## src/rtl/sample_rom_scheduler.sv

```systemverilog
// Shares one drum-sample ROM between four voices: one read per voice per sample
// tick, results committed to the mixer together, plus per-voice playback state.
module sample_rom_scheduler #(
    parameter int OFS_W      = 12,
    parameter int SAMPLE_LEN = 4000,
    parameter int ROM_LAT    = 2,
    parameter int DATA_W     = 8
) (
    input  logic                  clk,
    input  logic                  reset,
    input  logic                  play,
    input  logic                  sample_tick,
    input  logic [3:0]            trig,
    output logic                  rom_rd,
    output logic [OFS_W+1:0]      rom_addr,
    input  logic [DATA_W-1:0]     rom_data,
    output logic [4*DATA_W-1:0]   voice_out,
    output logic                  out_valid,
    output logic [3:0]            active,
    output logic                  busy,
    output logic                  overrun
);

    typedef enum logic [1:0] {IDLE, ISSUE, DRAIN, COMMIT} state_t;

    localparam logic [OFS_W-1:0] LAST_OFS   = OFS_W'(SAMPLE_LEN - 1);
    localparam logic [1:0]       DRAIN_LAST = 2'(ROM_LAT - 1);

    state_t                 state_q, state_d;
    logic [1:0]             cnt_q, cnt_d;
    logic [3:0]             pending_q, pending_d;
    logic [3:0]             active_q, active_d;
    logic [3:0]             last_q, last_d;
    logic [OFS_W-1:0]       ofs_q [4];
    logic [OFS_W-1:0]       ofs_d [4];
    logic [DATA_W-1:0]      stg_q [4];
    logic [DATA_W-1:0]      stg_d [4];
    logic [ROM_LAT-1:0]     pv_q, pv_d;
    logic [1:0]             pvc_q [ROM_LAT];
    logic [1:0]             pvc_d [ROM_LAT];
    logic                   rom_rd_q, rom_rd_d;
    logic [OFS_W+1:0]       rom_addr_q, rom_addr_d;
    logic [4*DATA_W-1:0]    voice_out_q, voice_out_d;
    logic                   out_valid_q, out_valid_d;
    logic                   busy_q, busy_d;
    logic                   overrun_q, overrun_d;
    logic                   iss_en_s;
    logic [1:0]             iv_s;

    // Next-state logic: FSM, voice bookkeeping, read issue and data capture.
    always_comb begin
        state_d     = state_q;
        cnt_d       = cnt_q;
        pending_d   = pending_q;
        active_d    = active_q;
        last_d      = last_q;
        ofs_d       = ofs_q;
        stg_d       = stg_q;
        voice_out_d = voice_out_q;
        overrun_d   = overrun_q;
        out_valid_d = 1'b0;
        rom_rd_d    = 1'b0;
        rom_addr_d  = '0;
        iss_en_s    = 1'b0;
        iv_s        = 2'd0;

        // Read-return tracker: stage 0 mirrors the registered read strobe.
        pv_d[0]  = rom_rd_q;
        pvc_d[0] = rom_addr_q[OFS_W+1:OFS_W];
        for (int j = 1; j < ROM_LAT; j++) begin
            pv_d[j]  = pv_q[j-1];
            pvc_d[j] = pvc_q[j-1];
        end
        if (pv_q[ROM_LAT-1]) begin
            stg_d[pvc_q[ROM_LAT-1]] = rom_data;
        end else begin
            stg_d = stg_q;
        end

        if (play) begin
            pending_d = pending_q | trig;
            if (sample_tick && (state_q != IDLE)) begin
                overrun_d = 1'b1;
            end else begin
                overrun_d = overrun_q;
            end
        end else begin
            pending_d = pending_q;
        end

        case (state_q)
            IDLE: begin
                if (play && sample_tick) begin
                    for (int v = 0; v < 4; v++) begin
                        if (pending_d[v]) begin
                            active_d[v] = 1'b1;
                            ofs_d[v]    = '0;
                        end else begin
                            active_d[v] = active_q[v];
                        end
                    end
                    pending_d = 4'b0000;
                    state_d   = ISSUE;
                    cnt_d     = 2'd0;
                    iss_en_s  = 1'b1;
                    iv_s      = 2'd0;
                end else begin
                    state_d = IDLE;
                end
            end
            ISSUE: begin
                if (cnt_q == 2'd3) begin
                    state_d = DRAIN;
                    cnt_d   = 2'd0;
                end else begin
                    cnt_d    = cnt_q + 2'd1;
                    iss_en_s = 1'b1;
                    iv_s     = cnt_q + 2'd1;
                end
            end
            DRAIN: begin
                if (cnt_q == DRAIN_LAST) begin
                    state_d     = COMMIT;
                    cnt_d       = 2'd0;
                    out_valid_d = 1'b1;
                    active_d    = active_q & ~last_q;
                    for (int v = 0; v < 4; v++) begin
                        voice_out_d[v*DATA_W +: DATA_W] = stg_d[v];
                    end
                end else begin
                    cnt_d = cnt_q + 2'd1;
                end
            end
            COMMIT: begin
                state_d = IDLE;
            end
            default: begin
                state_d = IDLE;
                cnt_d   = 2'd0;
            end
        endcase

        // The offset that reaches SAMPLE_LEN-1 is read once more and then frozen.
        if (iss_en_s) begin
            if (active_d[iv_s]) begin
                rom_rd_d       = 1'b1;
                rom_addr_d     = {iv_s, ofs_d[iv_s]};
                last_d[iv_s]   = (ofs_d[iv_s] == LAST_OFS);
                if (ofs_d[iv_s] != LAST_OFS) begin
                    ofs_d[iv_s] = ofs_d[iv_s] + OFS_W'(1);
                end else begin
                    ofs_d[iv_s] = ofs_d[iv_s];
                end
            end else begin
                last_d[iv_s] = 1'b0;
                stg_d[iv_s]  = '0;
            end
        end else begin
            rom_rd_d = 1'b0;
        end

        // Stopping playback abandons the round and silences every voice.
        if (!play) begin
            state_d     = IDLE;
            cnt_d       = 2'd0;
            pending_d   = 4'b0000;
            active_d    = 4'b0000;
            last_d      = 4'b0000;
            pv_d        = '0;
            voice_out_d = '0;
            out_valid_d = 1'b0;
            rom_rd_d    = 1'b0;
            rom_addr_d  = '0;
            for (int v = 0; v < 4; v++) begin
                ofs_d[v] = '0;
                stg_d[v] = '0;
            end
        end else begin
            state_d = state_d;
        end

        busy_d = (state_d != IDLE);
    end

    // State and output registers with synchronous reset.
    always_ff @(posedge clk) begin
        if (reset) begin
            state_q     <= IDLE;
            cnt_q       <= 2'd0;
            pending_q   <= 4'b0000;
            active_q    <= 4'b0000;
            last_q      <= 4'b0000;
            pv_q        <= '0;
            rom_rd_q    <= 1'b0;
            rom_addr_q  <= '0;
            voice_out_q <= '0;
            out_valid_q <= 1'b0;
            busy_q      <= 1'b0;
            overrun_q   <= 1'b0;
            for (int v = 0; v < 4; v++) begin
                ofs_q[v] <= '0;
                stg_q[v] <= '0;
            end
            for (int j = 0; j < ROM_LAT; j++) begin
                pvc_q[j] <= 2'd0;
            end
        end else begin
            state_q     <= state_d;
            cnt_q       <= cnt_d;
            pending_q   <= pending_d;
            active_q    <= active_d;
            last_q      <= last_d;
            pv_q        <= pv_d;
            rom_rd_q    <= rom_rd_d;
            rom_addr_q  <= rom_addr_d;
            voice_out_q <= voice_out_d;
            out_valid_q <= out_valid_d;
            busy_q      <= busy_d;
            overrun_q   <= overrun_d;
            for (int v = 0; v < 4; v++) begin
                ofs_q[v] <= ofs_d[v];
                stg_q[v] <= stg_d[v];
            end
            for (int j = 0; j < ROM_LAT; j++) begin
                pvc_q[j] <= pvc_d[j];
            end
        end
    end

    assign rom_rd    = rom_rd_q;
    assign rom_addr  = rom_addr_q;
    assign voice_out = voice_out_q;
    assign out_valid = out_valid_q;
    assign active    = active_q;
    assign busy      = busy_q;
    assign overrun   = overrun_q;

endmodule

```

## config.mk

```make
export PLATFORM = sky130hd
export DESIGN_NAME = sample_rom_scheduler
export DESIGN_NICKNAME = d
export VERILOG_FILES = /design/src/rtl/sample_rom_scheduler.sv
export SDC_FILE = /design/constraint.sdc
export NUM_CORES = 1
export LEC_CHECK = 0
export ABC_AREA = 1
export BUFFER_PORTS_ARGS = -buffer_cell sky130_fd_sc_hd__buf_2
export CORE_ASPECT_RATIO = 0.8
export CORE_MARGIN = 4
export CORE_UTILIZATION = 53
export DETAILED_ROUTE_END_ITERATION = 8
export PLACE_DENSITY = 0.82
export RECOVER_POWER = 25
export SLEW_MARGIN = 20
export SYNTH_ARGS = -nofsm -noshare
export SYNTH_HDL_FRONTEND = slang
export SYNTH_SLANG_ARGS = --single-unit
```

## constraint.sdc

```tcl
create_clock -name clk -period 2.4 [get_ports clk]
set_input_delay 0 -clock clk [delete_from_list [all_inputs] [get_ports clk]]
set_output_delay 0 -clock clk [all_outputs]
set_load 0.02 [all_outputs]
```

# Yosys cells after proc, flatten, opt, wreduce, memory -nomap -nowiden
# Memory sizes are Yosys's and may differ from the RTL's.
# Index checks and enable logic that the tools add are counted.
[classes] n_eq_ne=8 bitwise=15 addsub=2 reduce_logical=16 n_lt_le_gt_ge=6 muxes=60
[ops] op="two-way mux 48 bit" count=5
[ops] op="bitwise mux 48 bit" count=2
[ops] op="two-way mux 32 bit" count=3
[ops] op="two-way mux 12 bit" count=7
[ops] op="AND 32 bit" count=1
[ops] op="bitwise mux 32 bit" count=1
[ops] op="demux 8 bit (select 2 bit)" count=2
[ops] op="inverter 32 bit" count=1
[ops] op="binary-select mux 12 bit (select 2 bit)" count=1
[ops] op="demux 12 bit (select 2 bit)" count=1
[ops] op="two-way mux 4 bit" count=6
[ops] op="two-way mux 2 bit" count=9
[ops] op="two-way mux 8 bit" count=2
[ops] op="two-way mux 1 bit" count=14
[ops] op="adder 12 x 1 -> 12 bit (second input constant)" count=1
[ops] op="== test 12 bit (second input constant)" count=1
[ops] op="inequality test 12 bit (second input constant)" count=1
[ops] op="AND 4 bit" count=2
[ops] op="inverter 4 bit" count=2
[ops] op="one-hot mux 2 bit (4 select lines)" count=1
[ops] op="one-hot mux 4 bit (2 select lines)" count=1
[ops] op="== test 2 bit (second input constant)" count=3
[ops] op="greater-or-equal comparator 3 bit (second input constant)" count=2
[ops] op="less-than comparator 3 x 1 -> 1 bit (second input constant)" count=2
[ops] op="22 further kinds" count=36
[totals] inputBits=16 register_bits=148 mem_bits_rw=4 output_inout_bits=54 elab_cells=128 n_memories=1
[mem_list] memory="pvc_q" words=2 width=2 rd=2 rd_clocked_by_memory_dff=0 wr=2 line="39" rtl="logic [1:0] pvc_q [ROM_LAT];"

# Depth between registers and ports, before layout
# Gate-level depths: netlist (run 1).
[depth] word_depth=13 depth_mapped=19 mapped_depth_nobuf=19

# Least setup slack after synthesis (run 1)
# Ideal clock, no wire load.
[synth_timing] path_kind="register to register" startpoint="register state_q[0]" endpoint="register ofs_q[28] in the netlist's numbering" t_arrival_ns=2.287 path_buffers=1 setup_time_ns=0.114 synth_period_minus_slack_ns=2.402 slack_ns=-0.002 t_required_ns=2.286 path_stages_with_launch=20 cell_sequence="dfxtp_1 > inv_1 > ha_1 > inv_2 > nor2_8 > nand2_4 > buf_6 > nand2_1 > inv_1 > a21oi_1 > nand2_1 > ha_1 > nand3_4 > inv_4 > nand3_4 > nand2_2 > nand2_2 > nand2_2 > nand2_1 > o21ai_2"
[synth_between] elab_chain_cells=11 word_cells_on_any_way=25 classes_between="add/sub: 1; order compare: 2; eq/ne: 3; mux: 16; bitwise: 1; reduce/logical: 2"
[synth_lines] element="from (decl)" line="29" rtl="state_t state_q, state_d;"
[synth_lines] element="from (signal assigned)" line="208" rtl="state_q <= state_d;"
[synth_lines] element="== test 2 x 1 -> 1 bit" line="91" rtl="case (state_q)"
[synth_lines] element="two-way mux 2 bit"
[synth_lines] element="inverter 2 -> 3 bit (not written as such)" line="149, 150, 152"
[synth_lines] element="binary-select mux 12 bit (select 2 bit), or another cell as far along" line="149, 150, 152"
[synth_lines] element="two-way mux 12 bit (not written as such) or logical AND 1 bit (tied branches)" line="149, 150, 152"
[synth_lines] element="two-way mux 12 bit (on tied branches)" line="149, 150, 152"
[synth_lines] element="adder 12 x 1 -> 12 bit or demux 12 bit (select 2 bit) (tied branches)" line="150, 152"
[synth_lines] element="bitwise mux 48 bit (on tied branches)" line="150, 152"
[synth_lines] element="two-way mux 48 bit" line="149" rtl="if (ofs_d[iv_s] != LAST_OFS) begin"
[synth_lines] element="two-way mux 48 bit" line="145" rtl="if (active_d[iv_s]) begin"
[synth_lines] element="two-way mux 48 bit (*)" line="144" rtl="if (iss_en_s) begin"
[synth_lines] element="to (signal, indexed assignment)" line="221" rtl="ofs_q[v] <= ofs_d[v];"
[synth_lines] element="to (decl)" line="34" rtl="logic [OFS_W-1:0] ofs_q [4];"
# Mark *: on every way between the ends. The rest lies on a longest branch, timed or not. The select of a mux whose other input is x is not followed.
# A chain may end at the register's enable or synchronous reset.

# Worst setup path in the final report (run 1)
[layout_timing] startpoint="register cnt_q[0]" endpoint="register ofs_q[37] in the netlist's numbering"
[layout_between] elab_chain_cells=12 word_cells_on_any_way=27 classes_between="add/sub: 2; order compare: 2; eq/ne: 3; mux: 18; bitwise: 1; reduce/logical: 1"
[layout_lines] element="from (decl)" line="30" rtl="logic [1:0] cnt_q, cnt_d;"
[layout_lines] element="from (signal assigned)" line="209" rtl="cnt_q <= cnt_d;"
[layout_lines] element="adder 2 x 1 -> 2 bit or == test 2 bit (tied branches)" line="118, 112"
[layout_lines] element="two-way mux 2 bit" line="112" rtl="if (cnt_q == 2'd3) begin"
[layout_lines] element="two-way mux 2 bit"
[layout_lines] element="inverter 2 -> 3 bit (not written as such)" line="149, 150, 152"
[layout_lines] element="binary-select mux 12 bit (select 2 bit), or another cell as far along" line="149, 150, 152"
[layout_lines] element="two-way mux 12 bit (not written as such) or logical AND 1 bit (tied branches)" line="149, 150, 152"
[layout_lines] element="two-way mux 12 bit (on tied branches)" line="149, 150, 152"
[layout_lines] element="adder 12 x 1 -> 12 bit or demux 12 bit (select 2 bit) (tied branches)" line="150, 152"
[layout_lines] element="bitwise mux 48 bit (on tied branches)" line="150, 152"
[layout_lines] element="two-way mux 48 bit" line="149"
[layout_lines] element="two-way mux 48 bit" line="145"
[layout_lines] element="two-way mux 48 bit (*)" line="144"
# Marked as above.

==> insert_results.sql, run 1 <==
INSERT INTO impl_metrics (metric_group, metric, value, unit) VALUES
('run_status', 'status', 'finished with violations', ''),
('run_status', 'failed_checks', 'design-rule violations, negative setup slack', ''),
('floorplanning', 'fp.dieH', '110', 'um'),
('sta', 'skew', '9.63', 'ps'),
('logic_synthesis', 'synth_compound_gate_area_share', '11.4', '%'),
('pwr', 'power.share.combinational', '7.3', '%'),
('cts', 'clk_pin_slew', '70', 'ps'),
('pwr', 'power.density', '624', 'mW/mm2'),
('sta', 'grt_setup_unrepaired', 'yes', ''),
('setup_path', 'worst_r2r_path_depth', '15', ''),
('floorplanning', 'placement_rows', '36', ''),
('placed_design', 'gp_congestion', '0.946', ''),
('logic_synthesis', 'synthesis.yosys.warnings', '0', ''),
('cts', 'library_cell_used_as_clock_root_buffer', 'clkbuf_16', ''),
('setup_path', 'reg2reg_to', 'ofs_q[37]', ''),
('grt', 'grt.busiest_layer', 'met2', ''),
('min_path', 'timing.hold.worst.class', 'primary input to flip-flop', ''),
('route', 'ant_nets', '0', ''),
('setup_path', 'setup.worst_path.class', 'flip-flop to flip-flop', ''),
('sta', 'setup-violations-final', '44', ''),
('final_layout', 'fraction_of_final_layout_cells_with_drive_strength_greater_than_1', '29.4', '%'),
('logic_synthesis', 'synth_top_family_by_area', 'simple AND/OR/NAND/NOR gates', ''),
('setup_path', 'reg2reg_setup_slack', '-200', 'ps'),
('placed_design', 'dpl.hpwl', '13200', 'um'),
('pwr', 'power.clock.fraction', '49.6', '%'),
('floorplanning', 'design.die.area', '0.0148', 'mm2'),
('route', 'wl_per_instance', '18.9', 'um'),
('min_path', 'hold_path_end', 'stg_q[2]', ''),
('route', 'drt-vias-per-instance', '5.69', ''),
('min_path', 'hold-path-cell-count', '3', ''),
('cts', 'cts_max_level', '4', ''),
('cts', 'worstSkewPairLatency', '440', 'ps'),
('floorplanning', 'width_of_the_die', '135', 'um'),
('placed_design', 'io_buffer_count', '69', ''),
('logic_synthesis', 'postSynthRegisterBits', '152', ''),
('min_path', 'worst_hold_startpoint', 'rom_data[2]', ''),
('setup_path', 'cp-end-kind', 'flip-flop', ''),
('final_layout', 'final_net_count', '1094', ''),
('grt', 'gr_ovfl_total', '0', ''),
('sta', 'setup_slack', '-201', 'ps'),
('sta', 'worst_pin_slew', '638', 'ps'),
('logic_synthesis', 'syn-num-nets', '923', ''),
('sta', 'maximum_clock_rate', '384', 'MHz'),
('setup_path', 'startpoint_type', 'flip-flop', ''),
('grt', 'grtUsageMet2', '44.2', '%'),
('final_layout', 'antenna-diode-count', '0', ''),
('sta', 'totalNegativeSetupSlack', '-2670', 'ps'),
('sta', 'report.final.hold_viol_count', '0', ''),
('route', 'drcViolationCount', '1', ''),
('sta', 'timing.final.crit_share', '108', '%'),
('final_layout', 'fill_cells', '807', ''),
('sta', 'maxSlewHeadroom', '57.3', '%'),
('flow_run', 'max_cap_check_violation_count', '0', ''),
('grt', 'grt_start_max_net_pins', '65', ''),
('logic_synthesis', 'simple_logic_cell_fraction_of_the_synthesized_area', '28.3', '%'),
('route', 'drt_wl_total', '23700', 'um'),
('setup_path', 'critical_path.max_fanout', '10', ''),
('route', 'drt_iter0_drc', '939', ''),
('cts', 'clock_tree.buffer_depth', '2', ''),
('setup_path', 'worstPathRequired', '2710', 'ps'),
('route', 'detail_route.first_pass.iterations', '9', ''),
('floorplanning', 'core_area', '0.0124', 'mm2'),
('pwr', 'internal-power', '0.00437', 'W'),
('floorplanning', 'num_io_pins', '70', ''),
('pwr', 'total_power_draw', '0.00587', 'W'),
('grt', 'globalRouteMet3Util', '5.17', '%'),
('logic_synthesis', 'yosysSeqAreaShare', '44.3', '%'),
('final_layout', 'synthToLayoutAreaGrowth', '37.2', '%'),
('setup_path', 'r2r-start', 'cnt_q[0]', ''),
('pwr', 'ir_drop', '0.000551', 'V'),
('grt', 'groute.layer.met1.usage', '37.8', '%');
power by group through the flow:
stage | registers [W] | clock network, W | logic (W)
finish | 0.00253 | 0.00291 | 0.000426
global route | 0.00253 | 0.00300 | 0.000443
CTS | 0.00254 | 0.00287 | 0.000343
detailed placement | 0.00259 | 0 | 0.000293
global placement | 0.00259 | 0 | 0.000291
floorplan | 0.00259 | 0 | 0.000173
final cells by class:
cell class / instances / area (um2) / area share, %
Multi-Input combinational cell: 600 / 3740 / 39.7
Sequential cell: 152 / 3050 / 32.4
Timing Repair Buffer: 179 / 1320 / 14.0
Inverter: 118 / 465 / 4.94
Clock buffer: 17 / 425 / 4.52
Tap cell: 171 / 214 / 2.27
Clock inverter: 15 / 200 / 2.13
routing by layer:
| layer | up-vias | wire [um] | share of wire (%) |
|---|---|---|---|
| li1 | 3203 | - | - |
| met4 | 0 | 1360 | 5.8 |
| met1 | 3278 | 8880 | 37 |
| met5 | - | 0 | 0 |
| met3 | 152 | 2550 | 11 |
| met2 | 485 | 10900 | 46 |
synth_stat cells:
cell,count,share of area (%)
a211oi_1,1,0.11
a21boi_0,1,0.11
a21oi_1,46,3.4
a31oi_1,3,0.27
buf_1,8,0.44
buf_2,1,0.073
buf_4,4,0.44
buf_6,5,0.82
clkbuf_1,11,0.60
dfxtp_1,152,44
ha_1,10,1.8
inv_1,102,5.6
inv_2,14,0.77
inv_4,2,0.18
mux2i_1,32,4.7
nand2_1,219,12
nand2_2,27,2.5
nand2_4,5,0.82
nand2_8,1,0.29
nand3_1,32,2.3
nand3_2,3,0.44
nand3_4,3,0.77
nand4_1,3,0.27
nand4_2,1,0.18
nor2_1,104,5.7
nor2_2,8,0.73
nor2_4,11,1.8
nor2_8,1,0.29
nor3_1,2,0.15
o211ai_1,35,3.8
o21ai_0,27,2.0
o21ai_1,15,1.1
o21ai_2,1,0.13
o22ai_1,2,0.18
o31ai_4,1,0.31
or2_2,1,0.091
xnor2_1,1,0.13
xor2_2,2,0.47
worst max-delay path: stages (launching register included):
cell,delay (ps)
dfxtp_4,360
ha_2,180
inv_2,90
nand3_4,140
nand2_2,150
inv_6,80
nand2_1,110
nand2_1,100
nor2_2,210
ha_4,200
nand3_4,110
buf_4,170
nor2_2,130
nand3_1,190
nand3_1,150
a21oi_1,80
metrics by stage:
stage               setup slack [ps]  utilization [%]  cells  cell area, um2  hold WS [ps]
floorplan                       15.3                -    897            6860           164
global placement               -32.5             63.2   1178            7860           283
detailed placement             -90.2             63.2   1178            7860           287
CTS                           0.0651             71.2   1237            8850          2.06
global route                    -278             75.7   1252            9410          18.3
finish                          -201             75.7   1252            9410          15.2
registers in the layout, summed over array words and instances, names as in the netlist, 2 cells and up:
register	cells
ofs_q	48
stg_q	32
voice_out	32
rom_addr	14
active	4
last_q	4
pending_q	4
pvc_q	4
cnt_q	2
pv_q	2
state_q	2
placed cells by master (no fill, tap or decap), types with 8 or more instances in the layout:
| cell | n |
|---|---|
| dfxtp_1 | 148 |
| o21ai_1 | 19 |
| inv_1 | 94 |
| inv_2 | 17 |
| nand3_1 | 27 |
| buf_4 | 73 |
| mux2i_1 | 32 |
| nor2_1 | 94 |
| clkbuf_1 | 43 |
| buf_2 | 26 |
| nor2_4 | 17 |
| dlygate4sd3_1 | 20 |
| nor2_2 | 12 |
| o211ai_1 | 35 |
| buf_12 | 8 |
| clkbuf_16 | 18 |
| nand2_2 | 46 |
| inv_6 | 8 |
| nand2_4 | 22 |
| nand2_1 | 178 |
| a21oi_1 | 41 |
| o21ai_0 | 18 |
| buf_6 | 8 |
repair_timing:
item	CTS	global route
gates cloned	0	3
endpoints found under the setup margin	77	72
pin swaps	13	51
hold buffers	20	0
endpoints found under the hold margin	39	0
setup buffers	7	13
gates resized for setup	22	131
worst max path at each step:
stage / from / end / slack [ps] / cells past startpoint
after detailed placement: cnt_q[0] / ofs_q[37] / -90 / 15
after floorplan: cnt_q[0] / ofs_q[8] / 20 / 15
final: cnt_q[0] / ofs_q[37] / -200 / 15
after global placement: state_q[0] / ofs_q[35] / -30 / 17
after CTS: state_q[1] / ofs_q[24] / 0.07 / 19
after global routing: cnt_q[0] / last_q[0] / -280 / 16
cell families after synthesis:
logic type,Yosys count
buffers and inverters,147
AOI/OAI and AO/OA,132
and+or+nand+nor,421
adders and majority gates,10
xor gates and xnor gates,3
muxes,32
DFF,152
Power figures use the tool's default switching activity.
==> inputs of run 2 (changes only) <==
--- a/config.mk
+++ b/config.mk
@@ -7,13 +7,15 @@
 export LEC_CHECK = 0
 export ABC_AREA = 1
 export BUFFER_PORTS_ARGS = -buffer_cell sky130_fd_sc_hd__buf_2
+export CELL_PAD_IN_SITES_DETAIL_PLACEMENT = 1
+export CELL_PAD_IN_SITES_GLOBAL_PLACEMENT = 2
 export CORE_ASPECT_RATIO = 0.8
 export CORE_MARGIN = 4
-export CORE_UTILIZATION = 53
+export CORE_UTILIZATION = 31
 export DETAILED_ROUTE_END_ITERATION = 8
 export PLACE_DENSITY = 0.82
 export RECOVER_POWER = 25
-export SLEW_MARGIN = 20
+export SLEW_MARGIN = 25
 export SYNTH_ARGS = -nofsm -noshare
 export SYNTH_HDL_FRONTEND = slang
 export SYNTH_SLANG_ARGS = --single-unit
==> run 2 against run 1 <==
Against the previous run:
- die area is 66% higher
- utilization is 28 points lower
- critical endpoint is now ofs_q[29]
- largest power group unchanged
- global-route usage is 8.4 points lower
- clock skew is 8.2 ps higher
- sequential power hardly changed
- first-iteration DRC count is 68% lower
- critical path depth is 1 higher
- the flow finishes with violations (negative setup slack)
- clock-buffer cell count stayed put
==> insert_results.sql, run 2 (synthesized netlist as in run 1, its figures left out) <==
INSERT INTO impl_metrics (metric_group, metric, value, unit) VALUES
('run_status', 'status', 'finished with violations', ''),
('run_status', 'failed_checks', 'negative setup slack', ''),
('route', 'drt_iter0_drc', '304', ''),
('pwr', 'power.static_leakage', '4.70', 'nW'),
('pwr', 'total_power_draw', '0.00576', 'W'),
('final_layout', 'layout.cells.most_common', 'nand2_1', ''),
('pwr', 'switchingPower', '0.00161', 'W'),
('route', 'wl_per_instance', '17.4', 'um'),
('cts', 'clk_pin_slew', '80', 'ps'),
('floorplanning', 'core_area', '0.0217', 'mm2'),
('final_layout', 'antenna-diode-count', '0', ''),
('route', 'm1WireLength', '11800', 'um'),
('sta', 'timing.final.crit_share', '106', '%'),
('sta', 'skew', '17.8', 'ps'),
('grt', 'initial_antenna_violation_count', '0', ''),
('cts', 'clock_sinks', '152', ''),
('sta', 'maxSlewHeadroom', '57.6', '%'),
('flow_run', 'max_cap_check_violation_count', '0', ''),
('sta', 'setup-violations-final', '52', ''),
('cts', 'cts_max_level', '4', ''),
('cts', 'worstSkewPairLatency', '440', 'ps'),
('route', 'ant_nets', '0', ''),
('final_layout', 'fraction_of_final_layout_cells_with_drive_strength_greater_than_1', '37.9', '%'),
('setup_path', 'setup.worst_path.class', 'flip-flop to flip-flop', ''),
('pwr', 'share_seq_of_total_power', '44.0', '%'),
('final_layout', 'layout.cell_area.non_filler', '0.0103', 'mm2'),
('setup_path', 'critical_path.max_fanout', '6', ''),
('cts', 'cts-buffers-inserted', '17', ''),
('route', 'met3_length', '843', 'um'),
('grt', 'gr_ovfl_total', '0', ''),
('pwr', 'sw_frac_of_total', '28.0', '%'),
('floorplanning', 'initial_utilization', '31.6', '%'),
('placed_design', 'placedInstanceArea', '0.00817', 'mm2'),
('route', 'num_vias', '6751', ''),
('floorplanning', 'design.die.area', '0.0246', 'mm2'),
('route', 'detail_route.first_pass.iterations', '4', ''),
('pwr', 'power.density', '560', 'mW/mm2'),
('setup_path', 'worstPathRequired', '2720', 'ps'),
('cts', 'library_cell_used_as_clock_root_buffer', 'clkbuf_16', ''),
('min_path', 'worst_hold_startpoint', 'reset', ''),
('pwr', 'ir_drop', '0.000452', 'V'),
('grt', 'vias_in_the_first_global_route', '6829', ''),
('setup_path', 'reg2reg_to', 'ofs_q[29]', ''),
('sta', 'worst_pin_slew', '635', 'ps'),
('pwr', 'power.clock.fraction', '47.2', '%'),
('min_path', 'hold_path_end', 'state_q[0]', ''),
('cts', 'clock_tree.buffer_depth', '2', ''),
('min_path', 'timing.hold.worst.class', 'primary input to flip-flop', ''),
('sta', 'final_period_minus_worst_setup_slack', '2530', 'ps'),
('final_layout', 'fill_cells', '2576', ''),
('setup_path', 'r2r-start', 'state_q[0]', ''),
('placed_design', 'dpl.hpwl', '16200', 'um'),
('placed_design', 'gp_congestion', '0.878', ''),
('final_layout', 'largest_reg_flops', '48', ''),
('floorplanning', 'num_io_pins', '70', ''),
('grt', 'grt_util_all_layers', '19.4', '%'),
('pwr', 'internal-power', '0.00415', 'W'),
('final_layout', 'final_net_count', '1141', ''),
('route', 'drt_wl_total', '24900', 'um'),
('route', 'highest-signal-layer', 'met4', ''),
('route', 'drcViolationCount', '0', ''),
('setup_path', 'worst_r2r_path_depth', '16', ''),
('route', 'drt-vias-per-instance', '4.73', ''),
('final_layout', 'regMostFlops', 'ofs_q', ''),
('cts', 'tritoncts_clock_tree', 'yes', ''),
('placed_design', 'io_buffer_count', '69', ''),
('setup_path', 'arrival', '2850', 'ps'),
('min_path', 'hold-path-cell-count', '3', ''),
('placed_design', 'dpl_worst_slack', '-212', 'ps'),
('final_layout', 'synthToLayoutAreaGrowth', '49.7', '%'),
('floorplanning', 'width_of_the_die', '174', 'um'),
('floorplanning', 'fp.dieH', '141', 'um'),
('setup_path', 'startpoint_type', 'flip-flop', ''),
('sta', 'setup_slack', '-133', 'ps'),
('sta', 'report.final.hold_viol_count', '0', ''),
('sta', 'grt_setup_unrepaired', 'yes', ''),
('sta', 'maximum_clock_rate', '395', 'MHz'),
('sta', 'timing.hold.ws', '404', 'ps'),
('setup_path', 'cp-end-kind', 'flip-flop', ''),
('sta', 'final-max-slew-violation-count', '0', ''),
('floorplanning', 'placement_rows', '48', ''),
('grt', 'grt_start_max_net_pins', '65', ''),
('route', 'route.met2.wl', '11700', 'um'),
('setup_path', 'reg2reg_setup_slack', '-130', 'ps'),
('final_layout', 'layout.cells.most_common_list', '154 x nand2_1, 148 x dfxtp_1, 99 x buf_4', ''),
('pwr', 'power.share.combinational', '8.8', '%'),
('grt', 'grt_first_pass_wirelength', '37500', 'um');
run 2: cell type report:
| class | instances | area, um2 | share of cell area, % |
|---|---|---|---|
| clock buffers | 17 | 425 | 4.14 |
| well taps | 300 | 375 | 3.65 |
| flip-flops and latches | 152 | 3050 | 29.7 |
| inverters | 118 | 483 | 4.70 |
| repair buffers | 226 | 1870 | 18.2 |
| multi-input cells | 600 | 3890 | 37.9 |
| clock inverters | 15 | 174 | 1.69 |
run 2: repair_timing:
action / CTS / global route
resized for setup: 77 / 153
buffers inserted: 19 / 27
hold buffers: 21 / 0
cloned: 4 / 2
hold endpoints to repair: 43 / 0
pin swaps: 38 / 52
endpoints found under the setup margin: 81 / 98
run 2: metal layers:
layer  GRT usage, %  up-vias
met5              0        -
li1               -     3301
met1           26.4     3297
met4           5.37        0
met2           31.8      117
met3           3.57       36
run 2: worst max-delay path by stage:
stage	startpoint	endpoint	depth (start not counted)
floorplan	cnt_q[0]	ofs_q[8]	15
global placement	state_q[0]	ofs_q[25]	16
detailed placement	state_q[0]	ofs_q[25]	16
CTS	state_q[0]	ofs_q[22]	17
global route	state_q[0]	ofs_q[16]	18
finish	state_q[0]	ofs_q[29]	16
run 2: stage by stage:
| step | cells | TNS [ps] | util, % |
|---|---|---|---|
| after floorplan | 897 | 0 | - |
| after global placement | 1324 | -3610 | 37.7 |
| after detailed placement | 1324 | -7760 | 37.7 |
| after CTS | 1400 | -5.31 | 43.8 |
| after global routing | 1428 | -9160 | 47.4 |
| final | 1428 | -2060 | 47.4 |
run 2: worst max-delay path: stages, from the launching register on:
cell     delay, ps
dfxtp_4        370
buf_6          100
ha_4           170
nand3_4        120
buf_12         160
nor2_4         180
buf_12         160
nand2_2         70
nand2_4        100
inv_2           40
nand2_2         70
nand2_2         70
nor2_4         220
buf_6          140
nand3_4        140
nand3_1        180
o21ai_0        100
run 2: power groups by stage:
stage                     Combinational, W  Clock [W]  Sequential (W)
after floorplan                   0.000173          0         0.00259
after global placement            0.000336          0         0.00259
after detailed placement          0.000339          0         0.00259
after CTS                         0.000438    0.00277         0.00253
after global routing              0.000536    0.00288         0.00253
final                             0.000505    0.00272         0.00253
==> inputs of run 3 (changes only) <==
--- a/config.mk
+++ b/config.mk
@@ -13,8 +13,10 @@
 export CORE_MARGIN = 4
 export CORE_UTILIZATION = 31
 export DETAILED_ROUTE_END_ITERATION = 8
+export HOLD_SLACK_MARGIN = 0.08
 export PLACE_DENSITY = 0.82
 export RECOVER_POWER = 25
+export SKIP_CTS_REPAIR_TIMING = 1
 export SLEW_MARGIN = 25
 export SYNTH_ARGS = -nofsm -noshare
 export SYNTH_HDL_FRONTEND = slang
==> run 3 against run 2 <==
Against the previous run:
- the run still ends with negative setup slack left
- combinational power shrank 6.9%
- via count shrank 2.7%
- clock power is essentially flat
- design area shrank 3.3%
- register-to-register slack gained 60 ps
- final cell count shrank 1.1%
- wire length shrank 2.5%
- non-clock buffer count shrank 13
==> insert_results.sql, run 3 (synthesized netlist as in run 1, its figures left out) <==
INSERT INTO impl_metrics (metric_group, metric, value, unit) VALUES
('floorplanning', 'num_io_pins', '70', ''),
('floorplanning', 'placement_rows', '48', ''),
('setup_path', 'cp-end-kind', 'flip-flop', ''),
('route', 'detail_route.first_pass.iterations', '4', ''),
('setup_path', 'reg2reg_setup_slack', '-80', 'ps'),
('sta', 'skew', '19.4', 'ps'),
('grt', 'grt_start_max_net_pins', '65', ''),
('placed_design', 'gp_congestion', '0.878', ''),
('run_status', 'failed_checks', 'negative setup slack', ''),
('sta', 'final-max-slew-violation-count', '0', ''),
('sta', 'maxSlewHeadroom', '58.0', '%'),
('final_layout', 'layout.cell_area.non_filler', '0.00993', 'mm2'),
('final_layout', 'fraction_of_final_layout_cells_with_drive_strength_greater_than_1', '34.0', '%'),
('pwr', 'ir_drop', '0.000460', 'V'),
('sta', 'totalNegativeSetupSlack', '-462', 'ps'),
('placed_design', 'io_buffer_count', '69', ''),
('final_layout', 'layout.cells.most_common_list', '168 x nand2_1, 148 x dfxtp_1, 94 x nor2_1', ''),
('grt', 'grt.busiest_layer', 'met2', ''),
('setup_path', 'path_buf_inv', '7', ''),
('placed_design', 'placedInstanceArea', '0.00817', 'mm2'),
('grt', 'grt_util_all_layers', '18.2', '%'),
('sta', 'grt_setup_unrepaired', 'yes', ''),
('cts', 'clk_pin_slew', '80', 'ps'),
('sta', 'setup_slack', '-76.8', 'ps'),
('setup_path', 'critical-path-slowest-cell', 'dfxtp_2', ''),
('sta', 'final_period_minus_worst_setup_slack', '2480', 'ps'),
('floorplanning', 'width_of_the_die', '174', 'um'),
('route', 'num_vias', '6569', ''),
('grt', 'gr_ovfl_total', '0', ''),
('sta', 'worst_pin_slew', '629', 'ps'),
('sta', 'timing.hold.ws', '405', 'ps'),
('final_layout', 'layout.cells.most_common', 'nand2_1', ''),
('final_layout', 'largest_reg_flops', '48', ''),
('final_layout', 'synthToLayoutAreaGrowth', '44.7', '%'),
('setup_path', 'critical_path.max_fanout', '5', ''),
('route', 'drt_iter0_drc', '293', ''),
('run_status', 'status', 'finished with violations', ''),
('floorplanning', 'core_area', '0.0217', 'mm2'),
('grt', 'initial_antenna_violation_count', '0', ''),
('final_layout', 'regMostFlops', 'ofs_q', ''),
('final_layout', 'final_net_count', '1126', ''),
('floorplanning', 'initial_utilization', '31.6', '%'),
('final_layout', 'fill_cells', '2601', ''),
('grt', 'vias_in_the_first_global_route', '6482', ''),
('cts', 'cts_max_level', '4', ''),
('setup_path', 'critPathTopFamily', 'simple AND/OR/NAND/NOR gates', ''),
('grt', 'groute.layer.met1.usage', '24.8', '%'),
('route', 'wl_per_instance', '17.1', 'um'),
('sta', 'timing.final.crit_share', '103', '%'),
('grt', 'grtUsageMet2', '29.4', '%'),
('min_path', 'timing.hold.worst.class', 'primary input to flip-flop', ''),
('route', 'drt-vias-per-instance', '4.65', ''),
('sta', 'maximum_clock_rate', '404', 'MHz'),
('grt', 'globalRouteMet3Util', '3.99', '%'),
('cts', 'cts-buffers-inserted', '17', ''),
('cts', 'clock_tree.buffer_depth', '2', ''),
('setup_path', 'setup.worst_path.class', 'flip-flop to flip-flop', ''),
('cts', 'library_cell_used_as_clock_root_buffer', 'clkbuf_16', ''),
('final_layout', 'antenna-diode-count', '0', ''),
('cts', 'tritoncts_clock_tree', 'yes', ''),
('pwr', 'power.density', '576', 'mW/mm2'),
('sta', 'report.final.hold_viol_count', '0', ''),
('flow_run', 'max_cap_check_violation_count', '0', ''),
('setup_path', 'critical_path.max_stage_delay', '360', 'ps'),
('setup_path', 'worstPathRequired', '2760', 'ps'),
('setup_path', 'critical_path.cell_chain', 'inv_4 -> ha_4 -> inv_4 -> nor2_8 -> buf_6 -> nand2_8 -> buf_8 -> nand2_2 -> nand2_2 -> nand2_2 -> nor2_4 -> nand2_1 -> nor2_4 -> buf_6 -> xor2_2 -> buf_6 -> inv_2 -> o22ai_2', ''),
('cts', 'worstSkewPairLatency', '440', 'ps'),
('route', 'drt_wl_total', '24200', 'um'),
('route', 'drcViolationCount', '0', ''),
('floorplanning', 'design.die.area', '0.0246', 'mm2'),
('placed_design', 'dpl.hpwl', '16200', 'um'),
('final_layout', 'layout.core_utilization', '45.8', '%'),
('pwr', 'power.static_leakage', '4.54', 'nW'),
('grt', 'grt_first_pass_wirelength', '35200', 'um'),
('setup_path', 'startpoint_type', 'flip-flop', ''),
('placed_design', 'dpl_worst_slack', '-212', 'ps'),
('cts', 'clock_sinks', '152', ''),
('sta', 'setup-violations-final', '17', ''),
('setup_path', 'arrival', '2840', 'ps'),
('route', 'ant_nets', '0', ''),
('floorplanning', 'fp.dieH', '141', 'um');
[run 3: cell count changes in the layout (fill, tap and decap cells not counted), moves of 5 or more]
cell,previous run,this run
o21ai_1,11,19
buf_4,99,92
nor2_1,89,94
o21ai_2,19,9
nand2_1,154,168
nand2_2,76,59
[run 3: layout make-up]
| type | count | area (um2) | share of cell area [%] |
|---|---|---|---|
| inverters | 118 | 480 | 4.84 |
| multi-input cells | 598 | 3730 | 37.5 |
| flip-flops and latches | 152 | 3050 | 30.7 |
| repair buffers | 213 | 1700 | 17.1 |
| clock inverters | 15 | 174 | 1.75 |
| clock buffers | 17 | 425 | 4.28 |
| well taps | 300 | 375 | 3.78 |
[run 3: final timing paths]
path               startpoint          end  cells past startpoint
setup / recovery   state_q[1]    ofs_q[42]                     18
hold / removal          reset         busy                      3
setup reg to reg   state_q[1]    ofs_q[42]                     18
hold reg to reg   pvc_q[0][0]  pvc_q[0][2]                      2
[run 3: report_power, final]
group	total [W]	switching (W)	internal, W
clock	0.00272	0.00131	0.00140
sequential	0.00253	0.00000610	0.00253
combinational	0.000470	0.000273	0.000198
[run 3: layer usage]
metal,up-vias,share of wire (%)
met4,0,1.6
met2,108,47
met5,-,0
met3,33,4.3
li1,3257,-
met1,3171,47
[run 3: metrics by stage]
step	total power, W	std cells
2_1_floorplan	0.00277	897
3_3_place_gp	0.00293	1324
3_5_place_dp	0.00293	1324
4_1_cts	0.00564	1356
5_1_grt	0.00592	1413
6_report	0.00572	1413
[run 3: tightest hold or removal path: stages]
cell and delay (ps):
dlygate4sd3_1 520, buf_2 220, a21oi_1 60
